[src/rtl/uart_tx_fifo_pkg.sv]
// Shared definitions for the buffered UART transmitter: frame constants and FSM states.
package uart_tx_fifo_pkg;

    localparam int   UART_DATA_BITS = 8;
    localparam logic UART_START_BIT = 1'b0;
    localparam logic UART_STOP_BIT  = 1'b1;

    typedef enum logic [1:0] {
        ST_IDLE  = 2'd0,
        ST_START = 2'd1,
        ST_DATA  = 2'd2,
        ST_STOP  = 2'd3
    } tx_state_e;

endpackage

[src/rtl/uart_tx_fifo_sync_fifo.sv]
// Single-clock byte FIFO with occupancy count; pointers wrap naturally since DEPTH is a power of 2.
module sync_fifo #(
    parameter  int WIDTH = 8,
    parameter  int DEPTH = 16,
    localparam int AW    = $clog2(DEPTH),
    localparam int CW    = $clog2(DEPTH) + 1
) (
    input  logic             clk,
    input  logic             reset_n,
    input  logic             push,
    input  logic [WIDTH-1:0] wdata,
    input  logic             pop,
    output logic [WIDTH-1:0] rdata,
    output logic             full,
    output logic             empty,
    output logic [CW-1:0]    count
);

    logic [WIDTH-1:0] mem [DEPTH];
    logic [AW-1:0]    wr_ptr;
    logic [AW-1:0]    rd_ptr;
    logic             do_push;
    logic             do_pop;

    assign full    = (count == CW'(DEPTH));
    assign empty   = (count == '0);
    assign do_push = push & ~full;
    assign do_pop  = pop & ~empty;
    assign rdata   = mem[rd_ptr];

    // Storage array is written on accepted pushes only and needs no reset.
    always_ff @(posedge clk) begin
        if (do_push) begin
            mem[wr_ptr] <= wdata;
        end
    end

    // Pointers and count; a simultaneous push and pop leaves the count unchanged.
    always_ff @(posedge clk or negedge reset_n) begin
        if (!reset_n) begin
            wr_ptr <= '0;
            rd_ptr <= '0;
            count  <= '0;
        end else begin
            if (do_push) begin
                wr_ptr <= wr_ptr + 1'b1;
            end
            if (do_pop) begin
                rd_ptr <= rd_ptr + 1'b1;
            end
            case ({do_push, do_pop})
                2'b10:   count <= count + 1'b1;
                2'b01:   count <= count - 1'b1;
                default: count <= count;
            endcase
        end
    end

endmodule

[src/rtl/uart_tx_fifo.sv]
// Buffered 8N1 UART transmitter: byte FIFO in front of a shifter paced by a fractional baud accumulator.
module uart_tx_fifo
    import uart_tx_fifo_pkg::*;
#(
    parameter  int CLK_FREQUENCY = 100_000_000,
    parameter  int BAUD          = 12_000_000,
    parameter  int FIFO_DEPTH    = 16,
    localparam int CW            = $clog2(FIFO_DEPTH) + 1
) (
    input  logic          clk,
    input  logic          reset_n,
    input  logic [7:0]    tx_data,
    input  logic          tx_valid,
    output logic          tx_ready,
    output logic          txd,
    output logic          busy,
    output logic [CW-1:0] fifo_count
);

    localparam int ACC_W = $clog2(CLK_FREQUENCY + BAUD);
    localparam int SUM_W = ACC_W + 1;

    tx_state_e  state;
    tx_state_e  state_next;
    logic [ACC_W-1:0] acc;
    logic [SUM_W-1:0] acc_sum;
    logic       tick;
    logic [7:0] shifter;
    logic [2:0] bit_cnt;
    logic       txd_next;
    logic       load;
    logic       shift;
    logic       fifo_pop;
    logic       fifo_full;
    logic       fifo_empty;
    logic [7:0] fifo_rdata;

    assign tx_ready = ~fifo_full;
    assign busy     = (state != ST_IDLE) | (fifo_count != '0);
    assign acc_sum  = {1'b0, acc} + SUM_W'(BAUD);
    assign tick     = (state != ST_IDLE) && (acc_sum >= SUM_W'(CLK_FREQUENCY));

    sync_fifo #(
        .WIDTH (8),
        .DEPTH (FIFO_DEPTH)
    ) u_fifo (
        .clk     (clk),
        .reset_n (reset_n),
        .push    (tx_valid & tx_ready),
        .wdata   (tx_data),
        .pop     (fifo_pop),
        .rdata   (fifo_rdata),
        .full    (fifo_full),
        .empty   (fifo_empty),
        .count   (fifo_count)
    );

    // Frame sequencing: choose next state, line level, and when to pop/load/shift.
    always_comb begin
        state_next = state;
        txd_next   = UART_STOP_BIT;
        fifo_pop   = 1'b0;
        load       = 1'b0;
        shift      = 1'b0;
        case (state)
            ST_IDLE: begin
                if (!fifo_empty) begin
                    fifo_pop   = 1'b1;
                    load       = 1'b1;
                    state_next = ST_START;
                end
            end
            ST_START: begin
                txd_next = UART_START_BIT;
                if (tick) begin
                    state_next = ST_DATA;
                end
            end
            ST_DATA: begin
                txd_next = shifter[0];
                if (tick) begin
                    shift = 1'b1;
                    if (bit_cnt == 3'(UART_DATA_BITS - 1)) begin
                        state_next = ST_STOP;
                    end
                end
            end
            ST_STOP: begin
                if (tick) begin
                    if (!fifo_empty) begin
                        fifo_pop   = 1'b1;
                        load       = 1'b1;
                        state_next = ST_START;
                    end else begin
                        state_next = ST_IDLE;
                    end
                end
            end
            default: state_next = ST_IDLE;
        endcase
    end

    // State register plus registered line output so txd never glitches.
    always_ff @(posedge clk or negedge reset_n) begin
        if (!reset_n) begin
            state <= ST_IDLE;
            txd   <= UART_STOP_BIT;
        end else begin
            state <= state_next;
            txd   <= txd_next;
        end
    end

    // Fractional baud accumulator, restarted at every frame so each frame starts on a clean phase.
    always_ff @(posedge clk or negedge reset_n) begin
        if (!reset_n) begin
            acc <= '0;
        end else if (load) begin
            acc <= '0;
        end else if (state != ST_IDLE) begin
            if (tick) begin
                acc <= ACC_W'(acc_sum - SUM_W'(CLK_FREQUENCY));
            end else begin
                acc <= ACC_W'(acc_sum);
            end
        end
    end

    // Data shifter (LSB first) and count of data bits already sent.
    always_ff @(posedge clk or negedge reset_n) begin
        if (!reset_n) begin
            shifter <= '0;
            bit_cnt <= '0;
        end else if (load) begin
            shifter <= fifo_rdata;
            bit_cnt <= '0;
        end else if (shift) begin
            shifter <= {1'b0, shifter[7:1]};
            bit_cnt <= bit_cnt + 1'b1;
        end
    end

endmodule

[config.mk]
export PLATFORM = sky130hd
export DESIGN_NAME = uart_tx_fifo
export DESIGN_NICKNAME = d
export VERILOG_FILES = /design/src/rtl/uart_tx_fifo_pkg.sv /design/src/rtl/uart_tx_fifo_sync_fifo.sv /design/src/rtl/uart_tx_fifo.sv
export SDC_FILE = /design/constraint.sdc
export NUM_CORES = 1
export LEC_CHECK = 0
export CORE_MARGIN = 5
export CORE_UTILIZATION = 50
export DETAILED_ROUTE_END_ITERATION = 6
export DONT_BUFFER_PORTS = 1
export GPL_ROUTABILITY_DRIVEN = 0
export PLACE_DENSITY = 0.75
export SLEW_MARGIN = 5
export SYNTH_ARGS = -nofsm -noshare
export SYNTH_HDL_FRONTEND = slang
export SYNTH_SLANG_ARGS = --single-unit
[constraint.sdc]
create_clock -name clk -period 5.6 [get_ports clk]
set_clock_uncertainty 0.1 [all_clocks]
set_input_delay 1.12 -clock clk [delete_from_list [all_inputs] [get_ports clk]]
set_output_delay 1.12 -clock clk [all_outputs]
set_load 0.005 [all_outputs]
After elaboration in Yosys (flattened, before gate mapping)
Memories as Yosys holds them, arrays and structs flattened.
Index checks and enable logic that the tools add are counted.
{"block": "classes", "addsub": 7, "bitwise_logic": 6, "n_mux": 23, "n_eq_ne": 12, "n_reduce_logical": 9, "magnitude_cmp": 1}
{"op": "$mux 27", "count": 3}
{"op": "$add 27x24->28 const B", "count": 1}
{"op": "$ge 28x27->1 const B", "count": 1}
{"op": "$sub 27x27->27 const B", "count": 1}
{"op": "$mux 8", "count": 2}
{"op": "$mux 2", "count": 5}
{"op": "$ne 2x2->1 const B", "count": 5}
{"op": "$pmux 5 s2", "count": 1}
{"op": "$add 4x1->4 const B", "count": 2}
{"op": "$pmux 2 s4", "count": 1}
{"op": "$reduce_bool 2->1", "count": 4}
{"op": "$mux 1", "count": 7}
{"op": "$eq 2x2->1 const B", "count": 3}
{"op": "$mux 3", "count": 2}
{"op": "$add 5x1->5 const B", "count": 1}
{"op": "$eq 5x5->1 const B", "count": 1}
{"op": "$logic_not 5->1", "count": 1}
{"op": "$reduce_and 5->1", "count": 1}
{"op": "$reduce_bool 5->1", "count": 1}
{"op": "$sub 5x1->5 const B", "count": 1}
{"op": "$eq 2x1->1 const B", "count": 2}
{"op": "$pmux 1 s2", "count": 2}
{"op": "$add 3x1->3 const B", "count": 1}
{"op": "$and 1x1->1", "count": 3}
{"op": "other kinds (5)", "count": 6}
{"block": "word_totals", "out_inout_bits": 8, "elab_cells": 67, "mem_count": 1, "ramBits": 128, "regBits": 54, "in_bits": 11}
{"memory": "u_fifo.mem", "words": 16, "width": 8, "rd": 1, "rd_clocked_by_memory_dff": 0, "wr": 1, "line": "uart_tx_fifo_sync_fifo.sv:19", "rtl": "logic [WIDTH-1:0] mem [DEPTH];"}

Longest topological paths before layout
{"block": "depth", "ltp_word": 8, "depth_mapped": 22, "depth_no_buf": 20}

Modules after synthesis
Synthesis repeated with hierarchy kept, for this count alone.
{"block": "hier_totals", "hier_cells": 689, "area_unflattened_um2": 8610.8}
{"mod": "sync_fifo", "area_each_um2": 5779.3, "cells_per_inst": 332, "seq_area_each_um2": 4169.0, "n_inst": 1}
{"mod": "uart_tx_fifo", "area_each_um2": 2831.5, "cells_per_inst": 357, "seq_area_each_um2": 827.0, "n_inst": 1}

Worst setup path before layout
OpenSTA, ideal clock, no wires.
{"block": "synth_timing", "kind": "flip-flop to flip-flop", "startpoint": "register acc[8]", "endpoint": "register u_fifo.count[4]", "t_required_ns": 5.375, "synth_period_minus_slack_ns": 4.384, "n_path_buf": 2, "arrival_time_ns": 4.159, "setup_ns": 0.125, "path_stages_with_launch": 23, "slack_ns": 1.216, "cell_sequence": "dfrtp_1 buf_2 inv_1 ha_1 and2b_1 o31ai_2 a311oi_1 nor3_2 a21boi_4 o2111ai_4 a21boi_1 o21ai_2 inv_2 buf_2 ha_1 xor2_1 ha_1 o21ai_0 a21oi_1 a21oi_1 xor2_1 nor2_1 xor2_1"}
{"block": "synth_between", "elab_chain_len": 8, "word_cells_on_any_way": 10, "cone_classes": "add/sub: 1; order compare: 1; eq/ne: 2; mux: 3; bitwise: 1; reduce/logical: 2"}
{"element": "start, declared", "line": "uart_tx_fifo.sv:25", "rtl": "logic [ACC_W-1:0] acc;"}
{"element": "start signal, assigned", "line": "uart_tx_fifo.sv:122", "rtl": "acc <= ACC_W'(acc_sum - SUM_W'(CLK_FREQUENCY));"}
{"element": "start signal, assigned", "line": "uart_tx_fifo.sv:124", "rtl": "acc <= ACC_W'(acc_sum);"}
{"element": "$add 27x24->28 (*)", "line": "uart_tx_fifo.sv:40", "rtl": "assign acc_sum = {1'b0, acc} + SUM_W'(BAUD);"}
{"element": "$ge 28x27->1 (*)", "line": "uart_tx_fifo.sv:41", "rtl": "assign tick = (state != ST_IDLE) && (acc_sum >= SUM_W'(CLK_FREQUENCY));"}
{"element": "$logic_and 1x1->1 (*)", "line": "uart_tx_fifo.sv:41"}
{"element": "$mux 1 (*)", "line": "uart_tx_fifo.sv:89", "rtl": "if (tick) begin"}
{"element": "$pmux 1 s2 (*)", "line": "uart_tx_fifo.sv:65", "rtl": "case (state)"}
{"element": "$and 1x1->1 (*)", "line": "uart_tx_fifo_sync_fifo.sv:28", "rtl": "assign do_pop = pop & ~empty;"}
{"element": "via u_fifo.do_pop", "line": "uart_tx_fifo_sync_fifo.sv:23", "rtl": "logic do_pop;"}
{"element": "$eq 2x1->1 / $eq 2x2->1 (equally long branches)", "line": "uart_tx_fifo_sync_fifo.sv:51", "rtl": "case ({do_push, do_pop})"}
{"element": "$pmux 5 s2 / $reduce_bool 2->1 (equally long branches)"}
{"element": "end signal, assigned", "line": "uart_tx_fifo_sync_fifo.sv:52", "rtl": "2'b10: count <= count + 1'b1;"}
{"element": "end signal, assigned", "line": "uart_tx_fifo_sync_fifo.sv:53", "rtl": "2'b01: count <= count - 1'b1;"}
{"element": "end signal, assigned", "line": "uart_tx_fifo_sync_fifo.sv:54", "rtl": "default: count <= count;"}
{"element": "end, declared", "line": "uart_tx_fifo_sync_fifo.sv:16", "rtl": "output logic [CW-1:0] count"}
The timed path passes the listed nets; every way through them passes the cells marked *.
A chain may end at the register's enable or synchronous reset.

Worst setup path in the final report
{"block": "layout_timing", "startpoint": "register acc[8]", "endpoint": "register u_fifo.count[4]"}
{"block": "layout_between", "elab_chain_len": 8, "word_cells_on_any_way": 10, "cone_classes": "add/sub: 1; order compare: 1; eq/ne: 2; mux: 3; bitwise: 1; reduce/logical: 2"}
{"element": "$add 27x24->28 (*)", "line": "uart_tx_fifo.sv:40"}
{"element": "$ge 28x27->1 (*)", "line": "uart_tx_fifo.sv:41"}
{"element": "$logic_and 1x1->1 (*)", "line": "uart_tx_fifo.sv:41"}
{"element": "$mux 1 (*)", "line": "uart_tx_fifo.sv:89"}
{"element": "$pmux 1 s2 (*)", "line": "uart_tx_fifo.sv:65"}
{"element": "$and 1x1->1 (*)", "line": "uart_tx_fifo_sync_fifo.sv:28"}
{"element": "$eq 2x1->1 / $eq 2x2->1 (equally long branches)", "line": "uart_tx_fifo_sync_fifo.sv:51"}
{"element": "$pmux 5 s2 / $reduce_bool 2->1 (equally long branches)"}
Mark *: on every way between the ends. The rest lies on a longest branch, timed or not.

==> reports/results.tsv <==
metric	value	unit
outcome	complete, no violations	
Avg Cell Area, Syn	13.52	um^2
Setup TNS	0	ps
FMAX	211.7	MHz
drt pass-1 iters	5	
Nets	649	
Syn Nets	654	
Clock Power Share	0.389	
Post-DP HPWL	11100	um
DP Area	8605	um^2
YS warnings	0	
row count	47	
Tmin final	4723	ps
P&R area growth vs syn	9.329	%
initial antenna violation count	0	
Core Area	16520	um^2
hold_buf cts	0	
Final Total Pwr	3.021	mW
wire per inst	19.79	um
Comb power frac	0.084	
Port-buffer cells	0	
Synth Area in XOR/XNOR	0.03333	
Hold WC Path Type	primary input to asynchronous set/reset pin	
post-synthesis sequential area ratio	0.5941	
sequential power share	0.527	
Max stage delay cell, worst path	dfrtp_1	
Buf+Inv Stages, Crit Path	3	
final wirelength	16820	um
setup violators final	0	
IO Count	19	
Cells after Synth	622	
PostCTS Resize Cnt	0	
Leakage	3.310	nW
global route total overflow	0	
first-pass GRT wire length	28210	um
CTS tree	built	
critical path required time	5810	ps
Fin. Hold Viols	0	
post-synthesis adder-cell area fraction	0.03125	
largest family of logic cells by synthesized area	compound AO/OA/AOI/OAI gates	
pin count of the biggest net entering global routing	47	
post-synthesis async set-or-reset flop share	0.2644	
CP Cell Sequence	inv_1 > ha_1 > and2b_1 > o21ai_1 > a31o_1 > nand2b_1 > nand2_1 > a31oi_2 > buf_4 > a21boi_1 > o21ai_2 > inv_2 > ha_1 > xor2_1 > ha_1 > o21ai_0 > a21oi_1 > a21oi_1 > xor2_1 > nor2_1 > xor2_1	
max_slew headroom	0.3826	
GRT Util Overall	0.1838	
Post-Syn Area	8409	um^2
Critical Path AT	4930	ps
H-tree depth	4	
vias in the first global route	5268	
top_reg_cell synth	edfxtp_1	
Synth cell types	74	
Sw Pwr	804.3	uW
fin area	9194	um^2
critical path's top delay family	compound AO/OA/AOI/OAI gates	
Clock transition at path regs	80	ps
CP max stage delay	520	ps
Post-synth EDFFs	128	
max-cap viol count	0	
critical path type	flip-flop to flip-flop	
RSZ-0062 raised after global routing	false	
root buf cell	clkbuf_16	
vias per cell	5.967	
Sw Share	0.2663	
Die Ht	139.7	um
diode count	0	
Crit. End Element	flip-flop	
Max VDD drop	0.3431	mV
Vias	5072	
post-synthesis compound-gate area fraction	0.1146	
DR iter-0 viols	354	
Pint	2.216	mW
clk_lat worst skew	440	ps
die area	19510	um^2
Die Wd	139.7	um
share of layout cells above drive strength 1	0.1619	
Worst-Margin Slew	922.7	ps
number of synthesized register bits	174	
Critical Path Source Type	flip-flop	
Slew Viols, Final	0	
Detail Route Antenna Nets	0	
DRC	0	
mux cell area share after synthesis	0.1092	
Pwr Density	328.5	nW/um^2
CP max FO	18	
clock sink total	174	
Worst Hold Slack	267.6	ps
area fraction in and, or, nand and nor cells after synthesis	0.09136	
Initial Util	0.5089	
Max Buffers Root-to-Sink	2	
Period Utilization, post-route	0.8435	
post-CTS setup buffer count	0	
cts bufs inserted	17	
[cell usage after synthesis, drive strengths merged (2+ instances only)]
cell type  number  share of area
edfxtp        128           0.46
dfrtp          45           0.13
a21oi          43          0.028
nand2          40          0.018
o21ai          39          0.025
nor2           36          0.016
mux4           28          0.075
mux2i          22          0.026
ha             21          0.031
xnor2          21          0.022
clkbuf         19         0.0085
inv            17         0.0076
buf            15          0.010
or3            12         0.0089
nand3          11         0.0065
xor2           11          0.011
nand2b          9         0.0067
nor3            9         0.0073
a221oi          7         0.0088
nor2b           7         0.0052
a22oi           6         0.0054
mux2            6         0.0080
a211oi          5         0.0051
a21boi          5         0.0058
and3            5         0.0037
a21o            4         0.0036
and2            4         0.0033
nand4           4         0.0030
o211ai          4         0.0036
o31ai           4         0.0042
a31oi           3         0.0030
nand3b          3         0.0027
o221ai          3         0.0039
a22o            2         0.0021
and4            2         0.0021
nor4            2         0.0015
o2111ai         2         0.0042
[cells by family (layout without fill, tap and decap cells)]
logic type,after synthesis,count (layout)
flip-flops,174,174
AND/OR/NAND/NOR,150,150
AO/OA/AOI/OAI,138,138
multiplexers,56,56
buffers and inverters,51,59
XOR/XNOR,32,32
adder cells (fa/ha/maj),21,21
[area by class of cell]
cell class | count | area [um^2]
repair buffers | 10 | 75.07
clock buffers | 17 | 425.4
well taps | 220 | 275.3
multi-input cells | 397 | 3193
clock inverters | 15 | 163.9
flip-flops and latches | 174 | 4997
fillers | 1279 | 7331
inverters | 17 | 63.81
[per-layer routing]
layer,track usage,up-vias,share of wire
met5,0,-,0
met4,0.04437,0,0.0084
met3,0.04494,12,0.036
met2,0.3206,109,0.53
met1,0.2323,2596,0.43
li1,-,2355,-
[cell usage in the layout, fill, tap and decap left out, types with 3 or more instances in the layout]
master / instances
a211oi_1: 4
a21boi_1: 3
a21o_1: 4
a21oi_1: 37
a21oi_2: 6
a221oi_1: 5
a22oi_1: 6
and2_1: 3
and3_1: 5
buf_4: 10
clkbuf_16: 17
clkinvlp_4: 4
dfrtp_1: 44
edfxtp_1: 128
ha_1: 21
inv_1: 16
inv_8: 6
mux2_2: 6
mux2i_1: 22
mux4_2: 28
nand2_1: 40
nand2b_1: 9
nand3_1: 11
nand3b_1: 3
nand4_1: 4
nor2_1: 35
nor2b_1: 7
nor3_1: 7
o211ai_1: 4
o21ai_0: 33
o21ai_1: 3
o21ai_2: 3
o31ai_1: 3
or3_1: 12
xnor2_1: 21
xor2_1: 11
[worst register-to-register path: stages, from the launching register on]
cell,delay [ps]
dfrtp_1,520
inv_1,140
ha_1,290
and2b_1,380
o21ai_1,160
a31o_1,270
nand2b_1,110
nand2_1,70
a31oi_2,180
buf_4,280
a21boi_1,120
o21ai_2,370
inv_2,80
ha_1,290
xor2_1,190
ha_1,230
o21ai_0,170
a21oi_1,80
a21oi_1,200
xor2_1,160
nor2_1,60
xor2_1,140
[power groups by stage]
stage | logic, mW | clock network (mW) | registers [mW]
6_report | 0.253 | 1.18 | 1.59
3_3_place_gp | 0.237 | 0 | 1.61
2_1_floorplan | 0.207 | 0 | 1.58
5_1_grt | 0.285 | 1.25 | 1.61
3_5_place_dp | 0.254 | 0 | 1.62
4_1_cts | 0.256 | 1.19 | 1.59
[flip-flops by register name, summed over array words and instances (netlist names)]
signal / count
u_fifo.count: 5
txd: 1
u_fifo.mem: 128
u_fifo.wr_ptr: 4
bit_cnt: 3
acc: 19
state: 2
u_fifo.rd_ptr: 4
shifter: 8
[metrics by stage]
stage	utilization	std cells	setup slack (ps)
2_1_floorplan	-	622	1216
3_3_place_gp	0.5207	818	1185
3_5_place_dp	0.5207	818	994.3
4_1_cts	0.5564	850	938.6
5_1_grt	0.5564	850	487.0
6_report	0.5564	850	876.6
[final timing paths]
path                       cells past startpoint               to       start  slack, ps
setup / recovery                              21  u_fifo.count[4]      acc[8]        880
hold / removal                                 0         state[0]     reset_n        270
setup reg to reg                              21  u_fifo.count[4]      acc[8]        880
hold reg to reg                                2       shifter[7]  shifter[7]        430
max in group asynchronous                      0              txd     reset_n       4950
min in group clk                               2       shifter[7]  shifter[7]        430
Note: power is estimated with default switching activity, not from simulation.
